### src/rtl/pipe_skid_buffer.sv
// pipe_skid_buffer
// Two-entry skid buffer placed between two pipeline stages. It carries PC,
// instruction, immediate Data and INT fields. Upstream may issue one extra
// beat after downstream stalls; that beat lands in the skid slot.
// All state changes on the falling edge of clk.
//
// Handshake: a beat is accepted on a falling edge when in_valid & in_ready,
// and the head is consumed on the same edge when out_valid & out_ready.
// in_ready depends only on registered state, never on out_ready, so there is
// no combinational ready path through the buffer. Once a beat is offered,
// upstream holds it until it is accepted. Downstream reads the head fields
// whenever out_valid is high.
module pipe_skid_buffer #(
    parameter int PC_WIDTH       = 32,
    parameter int INSTR_WIDTH    = 16,
    parameter int DATA_WIDTH     = 16,
    parameter int FLUSH_KEEPS_PC = 1
) (
    input  logic                   clk,
    input  logic                   reset,
    input  logic                   in_valid,
    output logic                   in_ready,
    input  logic [PC_WIDTH-1:0]    PC_in,
    input  logic [INSTR_WIDTH-1:0] instruction_in,
    input  logic [DATA_WIDTH-1:0]  Data_in,
    input  logic                   INT_in,
    output logic                   out_valid,
    input  logic                   out_ready,
    output logic [PC_WIDTH-1:0]    PC_out,
    output logic [INSTR_WIDTH-1:0] instruction_out,
    output logic [DATA_WIDTH-1:0]  Data_out,
    output logic                   INT_out,
    input  logic                   flush,
    output logic [1:0]             occupancy,
    output logic [1:0]             dbg_state,
    output logic                   dbg_pending_int
);

    // The state encoding equals the number of valid entries, so occupancy is
    // the state register itself.
    localparam logic [1:0] ST_EMPTY = 2'd0;
    localparam logic [1:0] ST_ONE   = 2'd1;
    localparam logic [1:0] ST_FULL  = 2'd2;

    // Registered state.
    logic [1:0]             r_state;
    logic [PC_WIDTH-1:0]    r_head_pc;
    logic [INSTR_WIDTH-1:0] r_head_instr;
    logic [DATA_WIDTH-1:0]  r_head_data;
    logic                   r_head_int;
    logic [PC_WIDTH-1:0]    r_skid_pc;
    logic [INSTR_WIDTH-1:0] r_skid_instr;
    logic [DATA_WIDTH-1:0]  r_skid_data;
    logic                   r_skid_int;
    logic                   r_pending_int;

    // Handshake terms and next-state values.
    logic                   w_in_ready;
    logic                   w_out_valid;
    logic                   w_accept;
    logic                   w_consume;
    logic                   w_in_int;
    logic                   w_head_int_live;
    logic                   w_skid_int_live;
    logic [1:0]             w_state_nxt;
    logic [PC_WIDTH-1:0]    w_head_pc_nxt;
    logic [INSTR_WIDTH-1:0] w_head_instr_nxt;
    logic [DATA_WIDTH-1:0]  w_head_data_nxt;
    logic                   w_head_int_nxt;
    logic [PC_WIDTH-1:0]    w_skid_pc_nxt;
    logic [INSTR_WIDTH-1:0] w_skid_instr_nxt;
    logic [DATA_WIDTH-1:0]  w_skid_data_nxt;
    logic                   w_skid_int_nxt;
    logic                   w_pending_nxt;

    assign w_in_ready  = (r_state != ST_FULL);
    assign w_out_valid = (r_state != ST_EMPTY);
    assign w_accept    = in_valid & w_in_ready;
    assign w_consume   = w_out_valid & out_ready;

    // An interrupt left over from a flushed beat rides on the next accepted beat.
    assign w_in_int = INT_in | r_pending_int;

    // The skid slot keeps stale contents after FULL->ONE, so its INT only
    // counts while the buffer is FULL.
    assign w_head_int_live = w_out_valid & r_head_int;
    assign w_skid_int_live = (r_state == ST_FULL) & r_skid_int;

    // Next-state logic: flush overrides the handshake, and reset overrides
    // both in the register block.
    always_comb begin
        w_state_nxt      = r_state;
        w_head_pc_nxt    = r_head_pc;
        w_head_instr_nxt = r_head_instr;
        w_head_data_nxt  = r_head_data;
        w_head_int_nxt   = r_head_int;
        w_skid_pc_nxt    = r_skid_pc;
        w_skid_instr_nxt = r_skid_instr;
        w_skid_data_nxt  = r_skid_data;
        w_skid_int_nxt   = r_skid_int;
        w_pending_nxt    = r_pending_int;

        if (flush) begin
            // Drop every entry, including a beat accepted on this edge.
            // The interrupts of those entries are kept in pending_int.
            w_state_nxt      = ST_EMPTY;
            w_head_pc_nxt    = (FLUSH_KEEPS_PC != 0) ? r_head_pc : '0;
            w_skid_pc_nxt    = (FLUSH_KEEPS_PC != 0) ? r_skid_pc : '0;
            w_head_instr_nxt = '0;
            w_head_data_nxt  = '0;
            w_head_int_nxt   = 1'b0;
            w_skid_instr_nxt = '0;
            w_skid_data_nxt  = '0;
            w_skid_int_nxt   = 1'b0;
            w_pending_nxt    = r_pending_int | w_head_int_live | w_skid_int_live
                             | (w_accept & INT_in);
        end else begin
            // The accepted beat has absorbed the pending interrupt.
            if (w_accept) begin
                w_pending_nxt = 1'b0;
            end

            case (r_state)
                ST_EMPTY: begin
                    if (w_accept) begin
                        w_head_pc_nxt    = PC_in;
                        w_head_instr_nxt = instruction_in;
                        w_head_data_nxt  = Data_in;
                        w_head_int_nxt   = w_in_int;
                        w_state_nxt      = ST_ONE;
                    end
                end

                ST_ONE: begin
                    if (w_accept && w_consume) begin
                        w_head_pc_nxt    = PC_in;
                        w_head_instr_nxt = instruction_in;
                        w_head_data_nxt  = Data_in;
                        w_head_int_nxt   = w_in_int;
                    end else if (w_accept) begin
                        w_skid_pc_nxt    = PC_in;
                        w_skid_instr_nxt = instruction_in;
                        w_skid_data_nxt  = Data_in;
                        w_skid_int_nxt   = w_in_int;
                        w_state_nxt      = ST_FULL;
                    end else if (w_consume) begin
                        // Head fields stay put so PC_out shows the last head PC.
                        w_state_nxt = ST_EMPTY;
                    end
                end

                ST_FULL: begin
                    // in_ready is low here, so only a consume can happen.
                    if (w_consume) begin
                        w_head_pc_nxt    = r_skid_pc;
                        w_head_instr_nxt = r_skid_instr;
                        w_head_data_nxt  = r_skid_data;
                        w_head_int_nxt   = r_skid_int;
                        w_state_nxt      = ST_ONE;
                    end
                end

                default: begin
                    w_state_nxt = ST_EMPTY;
                end
            endcase
        end
    end

    // Register update on the falling edge, with synchronous reset taking priority.
    always_ff @(negedge clk) begin
        if (reset) begin
            r_state       <= ST_EMPTY;
            r_head_pc     <= '0;
            r_head_instr  <= '0;
            r_head_data   <= '0;
            r_head_int    <= 1'b0;
            r_skid_pc     <= '0;
            r_skid_instr  <= '0;
            r_skid_data   <= '0;
            r_skid_int    <= 1'b0;
            r_pending_int <= 1'b0;
        end else begin
            r_state       <= w_state_nxt;
            r_head_pc     <= w_head_pc_nxt;
            r_head_instr  <= w_head_instr_nxt;
            r_head_data   <= w_head_data_nxt;
            r_head_int    <= w_head_int_nxt;
            r_skid_pc     <= w_skid_pc_nxt;
            r_skid_instr  <= w_skid_instr_nxt;
            r_skid_data   <= w_skid_data_nxt;
            r_skid_int    <= w_skid_int_nxt;
            r_pending_int <= w_pending_nxt;
        end
    end

    // Outputs come only from registers. Payload fields read as zero (NOP)
    // when the head is not valid.
    assign in_ready        = w_in_ready;
    assign out_valid       = w_out_valid;
    assign occupancy       = r_state;
    assign PC_out          = r_head_pc;
    assign instruction_out = w_out_valid ? r_head_instr : '0;
    assign Data_out        = w_out_valid ? r_head_data : '0;
    assign INT_out         = w_out_valid & r_head_int;
    assign dbg_state       = r_state;
    assign dbg_pending_int = r_pending_int;

endmodule

### config.mk
export PLATFORM = sky130hd
export DESIGN_NAME = pipe_skid_buffer
export DESIGN_NICKNAME = d
export VERILOG_FILES = /design/src/rtl/pipe_skid_buffer.sv
export SDC_FILE = /design/constraint.sdc
export NUM_CORES = 1
export LEC_CHECK = 0
export CORE_ASPECT_RATIO = 0.9
export CORE_MARGIN = 4
export CORE_UTILIZATION = 53
export CTS_BUF_LIST = sky130_fd_sc_hd__clkbuf_4 sky130_fd_sc_hd__clkbuf_8 sky130_fd_sc_hd__clkbuf_16
export DETAILED_ROUTE_END_ITERATION = 6
export PLACE_DENSITY = 0.85
export SYNTH_ARGS = -nofsm -noshare
export SYNTH_HDL_FRONTEND = slang
export SYNTH_SLANG_ARGS = --single-unit
### constraint.sdc
create_clock -name clk -period 2.3 [get_ports clk]
set_clock_uncertainty 0.2 [all_clocks]
set_input_delay 0.345 -clock clk [delete_from_list [all_inputs] [get_ports clk]]
set_output_delay 0.345 -clock clk [all_outputs]
set_load 0.05 [all_outputs]
==> impl_metrics.yaml, run 1 <==
outcome:
  status: "stopped before the end"
  lastStage: "clock tree synthesis"
  tool.error: "[ERROR DPL-0038] Utilization greater than 100%, impossible to legalize"
logic_synthesis:
  synth_edf_count: 0
  yosys.area.top_type: "dfxtp_1"
  synth_top_area_share: 0.470
  syn_inst: 649
  yosysMostFrequentCell: "dfxtp_1"
  async_flop_share: 0
  ys_types: 25
  ys_warn_count: 0
  synthTopCellsByArea: "dfxtp_1, mux2i_1, a21oi_1"
  syn-cell-area_um2: 5660
  syn_avg_cell_area_um2: 8.72
  synth_nets: 719
  synth-seq-cells: 133
  synth_ff_type: "dfxtp_1"
  ys_seq_area_frac: 0.470
  netlist_top_cells_count: "dfxtp_1, nand2_1, a21oi_1"
clock_tree:
  cts-buffers-inserted: 17
  postCtsSetupBuffers: 72
  clock-sinks: 133
  clock_path_buffers: 2
  cts_root_buf: "clkbuf_16"
  cts.htree.levels: 4
  cts_resized: 317
  ctsHoldBuffers: 0
placement:
  gp_congestion: 0.791
  portBuffers: 141
  dpl-instance-area_um2: 8230
  dpl.hpwl_mm: 10.7
die:
  row_count: 35
  ios: 142
  die_h_um: 106
  start_util: 0.548
  die_width_um: 117
==> metrics by stage <==
stage / instances / worst slack (ns) / utilization
2_1_floorplan: 649 / -0.639 / -
3_5_place_dp: 905 / -1.11 / 0.797
3_3_place_gp: 905 / -1.03 / 0.797
==> cells by family after synthesis <==
| family | Yosys count | share of synthesized area |
|---|---|---|
| AOI/OAI and AO/OA | 169 | 0.188 |
| buffers and inverters | 68 | 0.0623 |
| DFF | 133 | 0.470 |
| muxes | 66 | 0.117 |
| and+or+nand+nor | 213 | 0.162 |
==> inputs of run 2 (changes only) <==
Settings changed: CORE_ASPECT_RATIO 0.9 to default, CORE_UTILIZATION 53 to 40, CTS_BUF_LIST sky130_fd_sc_hd__clkbuf_4 sky130_fd_sc_hd__clkbuf_8 sky130_fd_sc_hd__clkbuf_16 to default, PLACE_DENSITY 0.85 to default, PLACE_DENSITY_LB_ADDON from default to 0.15.
==> run 2 against run 1 <==
Effect of this change: the flow now finishes, with violations (setup timing); synthesized area stayed put; synthesized cell count unchanged.
==> impl_metrics.yaml, run 2 <==
outcome:
  status: "finished with violations"
  violations: "setup timing"
logic_synthesis:
  ys_types: 25
  netlist_top_cells_count: "dfxtp_1, nand2_1, a21oi_1"
  yosys.area_share.simple: 0.162
  syn-cell-area_um2: 5660
  synth_edf_count: 0
  synthTopCellsByArea: "dfxtp_1, mux2i_1, a21oi_1"
  yosysMostFrequentCell: "dfxtp_1"
  syn_avg_cell_area_um2: 8.72
  syn_inst: 649
  ys_warn_count: 0
  synth_top_area_share: 0.470
  synth_nets: 719
  async_flop_share: 0
  ys_seq_area_frac: 0.470
  synth-seq-cells: 133
  yosys.area.top_type: "dfxtp_1"
  synth_compound_area_frac: 0.188
  synthXorXnorAreaFrac: 0
  synth_top_family_by_area: "compound AO/OA/AOI/OAI gates"
  synth_ff_type: "dfxtp_1"
  synthAdderAreaFrac: 0
  synth_mux_area_frac: 0.117
power:
  power_leakage_nw: 5.70
  power.share.sequential: 0.301
  ir_worst_vdd_mv: 0.716
  power_mw: 8.22
  powerDensity_nw_per_um2: 650
  combPwrFrac: 0.197
  p_sw_mw: 2.81
  p_clk_frac: 0.502
  p_sw_frac: 0.341
  p_int_mw: 5.42
worst_setup_path:
  cp_cell_sequence: "nor2_4, buf_12, clkbuf_16, nor2b_4, buf_12"
  start_kind: "flip-flop"
  r2r.worst_path.cells: 7
  crit_slowest_cell: "dfxtp_4"
  max_stage_delay_ns: 0.39
  cp_data_arrival_time_ns: 2.68
  r2r_start: "dbg_state[0]"
  crit_top_cell: "buf_12"
  crit_fanout: 5
  path_class: "reg2out"
  startpoint: "dbg_state[0]"
  crit_path_end_kind: "primary output"
  rrSetupSlack_ns: -0.07
  cp.required_ns: 1.75
  r2r-end: "PC_out[17]"
layout:
  most-common-layout-cells: "inv_1, buf_12, dfxtp_1"
  drive_gt1_frac: 0.561
  diodes: 0
  areaGrowthSynthToFinish_pct: 123
  final_common_cell: "inv_1"
  fin_nets: 1103
timing:
  hold_viol: 0
  setup_viol: 197
  drv_slew: 0
  rsz0062_at_grt: "true"
  fin_tns_setup_ns: -56.11
  tightestPinTransition_ns: 0.415
  maxSlewHeadroom: 0.723
  setup_ws_ns: -0.922
die:
  dieArea_um2: 16100
  ios: 142
  fp.coreArea_um2: 13900
  die_width_um: 127
  die_h_um: 127
  start_util: 0.408
  row_count: 43
global_routing:
  grt_usage: 0.269
  grt_pass1_wl_mm: 34.6
  antenna_found_initial: 0
  grt_max_degree: 36
  grt_pass1_vias: 7252
  gr-total-overflow: 0
hold_path:
  hold_end: "r_skid_data[11]"
  min_delay_path_depth: 2
  hp-class: "reg2reg"
  min_from: "r_skid_data[11]"
placement:
  portBuffers: 141
  gp_congestion: 0.782
  dpl.hpwl_mm: 10.9
route:
  detail-route-antenna-nets: 0
  avgViaCountPerCell: 5.77
  drc: 0
  wirelength_mm: 29.0
  drtIter0Drc: 647
  vias: 7062
  dr.pass1.iters: 5
  post_drt_wl_per_cell_um: 23.7
clock_tree:
  cts-buffers-inserted: 17
  cts.htree.levels: 4
  clock-sinks: 133
  cts_root_buf: "clkbuf_16"
  clk-insertion-delay-late_ns: 0.49
  clk_pin_slew_ns: 0.08
  cts_tree: "built"
  clock_path_buffers: 2
run:
  maxCapViolCount: 0
run 2: metrics by stage:
stage	hold WS, ns	area (µm²)	setup slack, ns	utilization	instances
3_5_place_dp	0.247	8950	-1.07	0.645	979
3_3_place_gp	0.241	8950	-1.02	0.645	979
2_1_floorplan	0.233	6430	-0.639	-	649
4_1_cts	0.251	11500	-0.875	0.827	1191
6_report	0.267	12600	-0.922	0.911	1223
5_1_grt	0.285	12600	-0.954	0.911	1223
run 2: worst max-delay path, delay by kind of cell, from the launching register on:
| kind | cells | cell delay, ns |
|---|---|---|
| simple gates | 2 | 0.20 |
| flops | 1 | 0.39 |
| buf+inv | 3 | 0.45 |
run 2: power by group through the flow:
stage / Clock [mW] / Combinational [mW] / Sequential [mW]
after floorplan: 0.352 / 0.432 / 2.62
after global placement: 0.352 / 1.04 / 2.50
after detailed placement: 0.352 / 1.06 / 2.50
after CTS: 3.86 / 1.39 / 2.47
after global routing: 4.38 / 1.66 / 2.48
final: 4.13 / 1.62 / 2.48
run 2: cell type report:
type	count	area, µm²
Clock buffer	17	425
Multi-Input combinational cell	449	4280
Fill cell	483	1240
Tap cell	180	225
Inverter	2	13.8
Clock inverter	145	681
Sequential cell	133	2760
Timing Repair Buffer	297	4250
run 2: worst max path at each step:
stage	endpoint	slack (ns)	depth (start not counted)
after floorplan	out_valid	-0.64	4
after global placement	r_head_instr[11]	-1.02	7
after detailed placement	r_head_data[11]	-1.07	7
after CTS	Data_out[15]	-0.87	4
after global routing	out_valid	-0.95	5
final	Data_out[5]	-0.92	5
run 2: logic make-up after synthesis:
group	count (synthesis)
flip-flops	133
AND/OR/NAND/NOR	213
AO/OA/AOI/OAI	169
buffers and inverters	68
multiplexers	66
run 2: repair_timing:
item                       in CTS  in global routing
pin swaps                      59                113
hold endpoints to repair        0                  0
hold buffers                    0                  0
setup endpoints to repair     205                184
setup buffers                  36                 32
gates cloned                   17                 10
gates resized for setup       203                224
run 2: layer usage:
metal  global-route usage  wire, µm
met2                0.474     15200
met4                0.166      1470
met5                    0         0
met1                0.275     10400
met3               0.0876      1960
(Power assumes the default switching activity.)
